===== src/rtl/ledpanel_scan_ctrl.sv =====
// ledpanel_scan_ctrl: BCM scan controller for a 32x16 1:8 RGB LED panel; `LEDPANEL_TEST_PATTERN_EN adds a column test pattern
module ledpanel_scan_ctrl #(
  parameter int SHIFT_DIV = 50,
  parameter int COL_BITS = 5,
  parameter int ROW_BITS = 3,
  parameter int PLANES = 4,
  parameter int BASE_OE_TICKS = 8
) (
  input  logic clk,
  input  logic reset,
  input  logic enable,
`ifdef LEDPANEL_TEST_PATTERN_EN
  input  logic test_mode,
`endif
  output logic rd_en,
  output logic [ROW_BITS+COL_BITS-1:0] rd_addr,
  input  logic [6*PLANES-1:0] rd_data,
  output logic frame_done,
  output logic [2:0] led_rgb1,
  output logic [2:0] led_rgb2,
  output logic [ROW_BITS-1:0] led_abc,
  output logic led_clk,
  output logic led_latch,
  output logic led_oe
);
  localparam int CW = SHIFT_DIV > 1 ? $clog2(SHIFT_DIV) : 1;
  localparam int PW = PLANES > 1 ? $clog2(PLANES) : 1;
  localparam int DW = $clog2((BASE_OE_TICKS << (PLANES - 1)) + 1);

  typedef enum logic [2:0] {IDLE, FETCH, SETUP, CLKHI, BLANK, LATCH, DISPLAY} state_t;

`ifndef LEDPANEL_TEST_PATTERN_EN
  logic test_mode;
  assign test_mode = 1'b0;
`endif

  state_t state_q, state_d;
  logic [CW-1:0] cnt_q;
  logic tick;
  logic [COL_BITS-1:0] col_q, col_d;
  logic [ROW_BITS-1:0] row_q, row_d, abc_q, abc_d;
  logic [PW-1:0] plane_q, plane_d;
  logic [DW-1:0] disp_q, disp_d, dur;
  logic [5:0][PLANES-1:0] hold_q;
  logic f_q, f_d, cap_q, done_q, done_d, test_q, test_d, shown;

  assign tick = cnt_q == CW'(SHIFT_DIV - 1);
  assign dur = DW'(BASE_OE_TICKS) << plane_q;

  // scan tick divider; every FSM transition waits for its last clk
  always_ff @(posedge clk) begin
    cnt_q <= (reset || tick) ? '0 : cnt_q + 1'b1;
  end

  // next-state logic: each state lasts one tick except DISPLAY, which lasts its plane weight
  always_comb begin
    state_d = state_q;
    col_d = col_q;
    row_d = row_q;
    plane_d = plane_q;
    disp_d = disp_q;
    abc_d = abc_q;
    test_d = test_q;
    done_d = 1'b0;
    if (tick) begin
      case (state_q)
        IDLE: if (enable) begin
          row_d = '0;
          plane_d = '0;
          col_d = '0;
          test_d = test_mode;
          state_d = FETCH;
        end
        FETCH: state_d = SETUP;
        SETUP: state_d = CLKHI;
        CLKHI: begin
          state_d = &col_q ? BLANK : FETCH;
          col_d = &col_q ? col_q : col_q + 1'b1;
        end
        BLANK: begin
          state_d = LATCH;
          abc_d = row_q;
        end
        LATCH: begin
          state_d = DISPLAY;
          disp_d = '0;
        end
        DISPLAY: if (disp_q == dur - 1'b1) begin
          col_d = '0;
          state_d = FETCH;
          if (plane_q != PW'(PLANES - 1)) plane_d = plane_q + 1'b1;
          else begin
            plane_d = '0;
            row_d = row_q + 1'b1;
            if (&row_q) begin
              done_d = 1'b1;
              test_d = test_mode;
              state_d = enable ? FETCH : IDLE;
            end
          end
        end else disp_d = disp_q + 1'b1;
        default: state_d = IDLE;
      endcase
    end
    f_d = state_d == FETCH && state_q != FETCH;
  end

  // state registers; the pixel word is captured the clk after the fetch strobe
  always_ff @(posedge clk) begin
    if (reset) begin
      state_q <= IDLE;
      col_q <= '0;
      row_q <= '0;
      plane_q <= '0;
      disp_q <= '0;
      abc_q <= '0;
      test_q <= 1'b0;
      done_q <= 1'b0;
      f_q <= 1'b0;
      cap_q <= 1'b0;
      hold_q <= '0;
    end else begin
      state_q <= state_d;
      col_q <= col_d;
      row_q <= row_d;
      plane_q <= plane_d;
      disp_q <= disp_d;
      abc_q <= abc_d;
      test_q <= test_d;
      done_q <= done_d;
      f_q <= f_d;
      cap_q <= f_q;
      if (cap_q) hold_q <= test_q ? {6{col_q[PLANES-1:0]}} : rd_data;
    end
  end

  assign shown = state_q == SETUP || state_q == CLKHI;
  assign rd_en = f_q && !test_q;
  assign rd_addr = {row_q, col_q};
  assign frame_done = done_q;
  assign led_rgb1 = shown ? {hold_q[2][plane_q], hold_q[1][plane_q], hold_q[0][plane_q]} : 3'b000;
  assign led_rgb2 = shown ? {hold_q[5][plane_q], hold_q[4][plane_q], hold_q[3][plane_q]} : 3'b000;
  assign led_abc = abc_q;
  assign led_clk = state_q == CLKHI;
  assign led_latch = state_q == LATCH;
  assign led_oe = state_q != DISPLAY;
endmodule

===== config.mk =====
export PLATFORM = sky130hd
export DESIGN_NAME = ledpanel_scan_ctrl
export DESIGN_NICKNAME = d
export VERILOG_FILES = /design/src/rtl/ledpanel_scan_ctrl.sv
export SDC_FILE = /design/constraint.sdc
export NUM_CORES = 1
export LEC_CHECK = 0
export BUFFER_PORTS_ARGS = -buffer_cell sky130_fd_sc_hd__buf_2
export CAP_MARGIN = 0
export CORE_MARGIN = 4
export CORE_UTILIZATION = 55
export DETAILED_ROUTE_END_ITERATION = 12
export PLACE_DENSITY = 0.79
export SLEW_MARGIN = 40
export SYNTH_ARGS = -nofsm -noshare
export SYNTH_HDL_FRONTEND = slang
export SYNTH_SLANG_ARGS = --single-unit
export TNS_END_PERCENT = 1

===== constraint.sdc =====
create_clock -name clk -period 6.9 [get_ports clk]
set_clock_uncertainty 0.15 [all_clocks]
set_input_delay 0.345 -clock clk [delete_from_list [all_inputs] [get_ports clk]]
set_output_delay 0.345 -clock clk [all_outputs]
set_load 0.02 [all_outputs]

== Yosys cells after proc, flatten, opt, wreduce, memory -nomap -nowiden ==
Cells that the tools add are included.

* Bits in registers: 57
* Input port bits: 27
* Output and inout bits: 22
* Logic and storage cells: 107

* $add $sub $neg: 6
* Magnitude comparators: 1
* Equal/unequal tests: 18
* Shift-type cells: 1
* Multiplexer cells: 43
* Bitwise logic cells: 3
* Reduce and logical (&&, ||, !) cells: 18

{| class="wikitable"
|+ Operator list
! operator !! number
|-
| 2-to-1 mux 3 bit || 9
|-
| 2-to-1 mux 24 bit || 1
|-
| one-hot mux 3 bit (7 select lines) || 1
|-
| 2-to-1 mux 5 bit || 3
|-
| one-hot mux 5 bit (3 select lines) || 1
|-
| AND reduction 5 bit || 3
|-
| 2-to-1 mux 1 bit || 14
|-
| inequality test 2 bit (second input constant) || 7
|-
| one-hot mux 7 bit (2 select lines) || 1
|-
| binary-select mux 1 bit (select 2 bit) || 6
|-
| equality test 3 bit (second input constant) || 3
|-
| adder 7 x 1 -> 7 bit (second input constant) || 1
|-
| equality test 7 bit || 1
|-
| 2-to-1 mux 7 bit || 1
|-
| left shift 4 x 2 -> 7 bit (first input constant) || 1
|-
| subtractor 7 x 1 -> 7 bit (second input constant) || 1
|-
| adder 6 x 1 -> 6 bit (second input constant) || 1
|-
| equality test 3 x 1 -> 1 bit (second input constant) || 2
|-
| equality test 3 x 2 -> 1 bit (second input constant) || 2
|-
| equality test 6 bit (second input constant) || 1
|-
| 2-to-1 mux 2 bit || 3
|-
| one-hot mux 3 bit (2 select lines) || 1
|-
| AND reduction 3 bit || 2
|-
| AND reduction 6 bit || 1
|-
| other kinds (18) || 23
|}

== Logic depth before layout (Yosys ltp) ==
* Depth after elaboration: 8
* Gate-level depth with buffers: 9
* Depth with buffers taken out: 8

== Least setup slack after synthesis ==
No wires, ideal clock.

* Path type: register -> register
* Start: register plane_q[0]
* End: register row_q[0]
* Data arrival time: 2.254 ns
* Required time: 6.679 ns
* Path slack: 4.425 ns
* Stages on the path, launching flop included: 9
* Buffers on the path: 1
* Period minus slack after synthesis: 2.475 ns
* Cells stage by stage: dfxtp_1 -> clkbuf_1 -> inv_1 -> ha_1 -> nand2b_1 -> mux2i_1 -> nand2_1 -> or4_1 -> a21oi_1

* Longest elaborated chain between the ends: 5
* Elaborated cells on any way between the ends: 7

{| class="wikitable"
|+ RTL lines
! element !! RTL line !! RTL
|-
| start, declared || 42 || <nowiki>logic [PW-1:0] plane_q, plane_d;</nowiki>
|-
| start signal, assigned || 126 || <nowiki>plane_q <= plane_d;</nowiki>
|-
| left shift 4 x 2 -> 7 bit || 48 || <nowiki>assign dur = DW'(BASE_OE_TICKS) << plane_q;</nowiki>
|-
| subtractor 7 x 1 -> 7 bit || 88 || <nowiki>DISPLAY: if (disp_q == dur - 1'b1) begin</nowiki>
|-
| equality test 7 bit || 88 ||
|-
| inequality test 2 bit (no source line) || n/a ||
|-
| AND reduction 5 bit (no source line) * || n/a ||
|-
| end signal, assigned || 125 || <nowiki>row_q <= row_d;</nowiki>
|-
| end, declared || 41 || <nowiki>logic [ROW_BITS-1:0] row_q, row_d, abc_q, abc_d;</nowiki>
|}

Every way passes the cells marked *; elsewhere a longest branch is shown, timed or not.
A chain may end at the register's enable or synchronous reset.

== Worst setup path after layout ==
* Start: register plane_q[1]
* End: register disp_q[4]

* Longest elaborated chain between the ends: 5

{| class="wikitable"
|+ RTL lines
! element !! RTL line !! RTL
|-
| left shift 4 x 2 -> 7 bit || 48 ||
|-
| subtractor 7 x 1 -> 7 bit || 88 ||
|-
| equality test 7 bit || 88 ||
|-
| inequality test 2 bit (no source line) || n/a ||
|-
| AND reduction 3 bit (no source line) || n/a ||
|-
| end signal, assigned || 127 || <nowiki>disp_q <= disp_d;</nowiki>
|-
| end, declared || 43 || <nowiki>logic [DW-1:0] disp_q, disp_d, dur;</nowiki>
|}

Every way passes these cells.

==> results.py <==
metrics = {
    "power_and_ir_drop": {
        "pwr-share-clk_pct": 38.2,
        "p_leak_uw": 0.001304,
        "total_power_uw": 558.3,
        "p_switching_uw": 117.3,
        "p_int_uw": 440.9,
        "peakVddDrop_uv": 113.9,
        "power_frac_seq_pct": 58.4,
        "power-per-cell-area_nw_per_um2": 176.4,
        "comb_power_share_pct": 3.4,
        "power_switching_share_pct": 21.01,
    },
    "placement": {
        "place.port_buffers": 48,
        "dp_hpwl_um": 3966,
        "place.gp.congestion": 0.8043,
        "dpl_cell_area_um2": 3055,
    },
    "routing": {
        "drc_errors": 0,
        "dr.pass1.iters": 4,
        "post_drt_wl_per_cell_um": 14.23,
        "drtIter0Drc": 139,
        "wirelength_um": 5678,
        "viasPerCell": 5.639,
        "vias": 2250,
        "ant_nets": 0,
    },
    "synth": {
        "synth_cell_types": 46,
        "synth_enable_flop_cells": 0,
        "synth_commonest_cells": "56 x dfxtp_1, 35 x nor2_1, 32 x mux2i_1",
        "syn_area_um2": 2790,
        "avgSynthCellArea_um2": 9.523,
        "synth_seq_area_share_pct": 40.18,
        "syn_nets": 331,
        "async_flop_share_pct": 0,
        "synth.most_common_cell": "dfxtp_1",
        "synth.top_cell.area_share_pct": 40.18,
        "ys_warn_count": 0,
        "post-synth-top-area-cell": "dfxtp_1",
        "syn_inst": 293,
        "ys_ff_latch": 56,
        "synth_flop_cell": "dfxtp_1",
        "synth.area.top_cells": "dfxtp_1 40%, mux2i_1 11%, ha_1 4.9%, mux4_2 4.8%, nor2_1 4.7%",
    },
    "floorplanning": {
        "io_pins": 49,
        "die_w_um": 79.23,
        "die_h_um": 79.23,
        "initial_core_util_pct": 57.92,
        "die_area_um2": 6277,
        "rows": 25,
        "coreArea_um2": 4817,
    },
    "sta": {
        "max_slew_margin_pct": 56.43,
        "worst_pin_slew_ns": 0.6496,
        "setup_tns_ns": 0,
        "drv_slew": 0,
        "hold_viol": 0,
        "max_freq_mhz": 353.4,
        "hold_slack_ns": 0.1143,
        "min_period_over_period_pct": 41.01,
        "rsz0062_at_grt": "no",
        "finalSetupViolCount": 0,
        "min_period_ns": 2.830,
    },
    "layout": {
        "areaGrowthSynthToFinish_pct": 13.45,
        "n_antenna_cell": 0,
        "layout.nets": 369,
        "drive_gt1_share_pct": 21.39,
        "design_area_um2": 3166,
        "n_fill_cell": 429,
    },
    "worst_hold_path": {
        "hp-start": "rd_data[9]",
        "min_path_type": "in -> reg",
    },
    "worst_setup_path": {
        "crit_path_start": "plane_q[1]",
        "startpoint_type": "flop",
        "crit_arrival_ns": 2.92,
        "worst_setup_path_end_kind": "flop",
        "required_ns": 6.99,
        "rrSetupSlack_ns": 4.07,
        "path_class": "reg -> reg",
        "crit_fanout": 11,
        "rr_startpoint": "plane_q[1]",
    },
    "grt": {
        "antenna_found_initial": 0,
        "grt_max_degree": 49,
        "grt_usage_pct": 19.51,
        "grt_first_pass_wirelength_um": 9804,
        "overflow": 0,
        "first_global_vias": 2210,
    },
    "clock_network": {
        "root_buffer": "clkbuf_8",
        "post-cts-setup-buffer-count": 0,
        "cts_repair_resize_count": 0,
        "cts_sinks": 56,
        "htree_levels": 2,
        "ctsHoldBuffers": 0,
        "clock_latency_ns": 0.31,
        "ctsLongestPathBuffers": 2,
        "clkSlewWorstSetupHoldPaths_ns": 0.10,
        "cts_tree": "yes",
        "cts_made_buffers": 5,
    },
    "outcome": {
        "status": "finished clean",
    },
    "run": {
        "drv_cap": 0,
    },
}
-- power groups by stage --
stage / Clock (µW) / Sequential [µW] / Combinational, µW
after floorplan: 0 / 333 / 9.54
after global placement: 0 / 333 / 19.2
after detailed placement: 0 / 334 / 19.2
after CTS: 218 / 326 / 19.3
after global routing: 232 / 326 / 21.5
final: 213 / 326 / 19.1
-- through the flow --
stage                     instances  util [%]  worst slack (ns)
after global routing            399     65.71             3.871
after CTS                       399     65.66             4.054
after global placement          391     63.32             4.092
after floorplan                 293         -             4.425
after detailed placement        391     63.43             4.148
final                           399     65.71             4.070
-- cell families (layout without fill, tap and decap cells) --
group           Yosys count  count (layout)  synth area share, %
simple gates            103             103                19.64
flops                    56              56                40.18
compound gates           47              47                11.66
mux                      41              41                17.53
buf+inv                  29              68                4.170
fa+ha+maj                11              11                4.933
xor+xnor                  6               6                1.883
-- layout make-up --
cell class | count | area [µm²] | area share, %
Sequential cell | 56 | 1121 | 35.42
Inverter | 10 | 37.54 | 1.186
Clock buffer | 6 | 72.57 | 2.292
Clock inverter | 2 | 35.03 | 1.107
Timing Repair Buffer | 50 | 255.2 | 8.063
Tap cell | 67 | 83.83 | 2.648
Multi-Input combinational cell | 208 | 1560 | 49.29
-- metal layers --
metal | vias to the layer above | routed length (µm) | part of all wire, % | GRT usage (%)
met4 | 0 | 139 | 2.4 | 7.732
met1 | 1053 | 2612 | 46 | 24.34
li1 | 1124 | - | - | -
met3 | 12 | 298 | 5.2 | 4.195
met2 | 61 | 2627 | 46 | 32.74
met5 | - | 0 | 0 | 0
-- flip-flops by register name (all words and copies together), names as in the netlist --
name        cells
frame_done      1
row_q           3
state_q         3
disp_q          7
cap_q           1
plane_q         2
cnt_q           6
col_q           5
hold_q         24
led_abc         3
f_q             1
-- path summary, 6_finish.rpt --
path | depth (start not counted) | endpoint
min reg2reg | 1 | cap_q
max reg2reg | 7 | disp_q[4]
max | 7 | disp_q[4]
min | 3 | hold_q[9]
-- worst max-delay path, cell delays in order, from the launching register on --
cell     delay [ns]
dfxtp_1        0.58
inv_1          0.14
ha_1           0.21
xnor2_1        0.25
mux2_2         0.38
o31ai_2        0.58
o21ai_0        0.26
a21oi_1        0.20
-- layout by cell type (no fill, tap or decap), drive strengths merged, types with 4 or more instances in the layout --
cell type and instances:
ha 11, nand3 7, nor3 7, inv 10
mux2i 32, nor2b 5, nand2 14, mux4 6
a21oi 12, clkbuf 6, o211ai 4, and2 6
o31ai 5, nor2 35, and3 6, or4 5
buf 50, dfxtp 56, o21ai 8, or3 6
xnor2 4
Note: power is estimated with default switching activity, not from simulation.
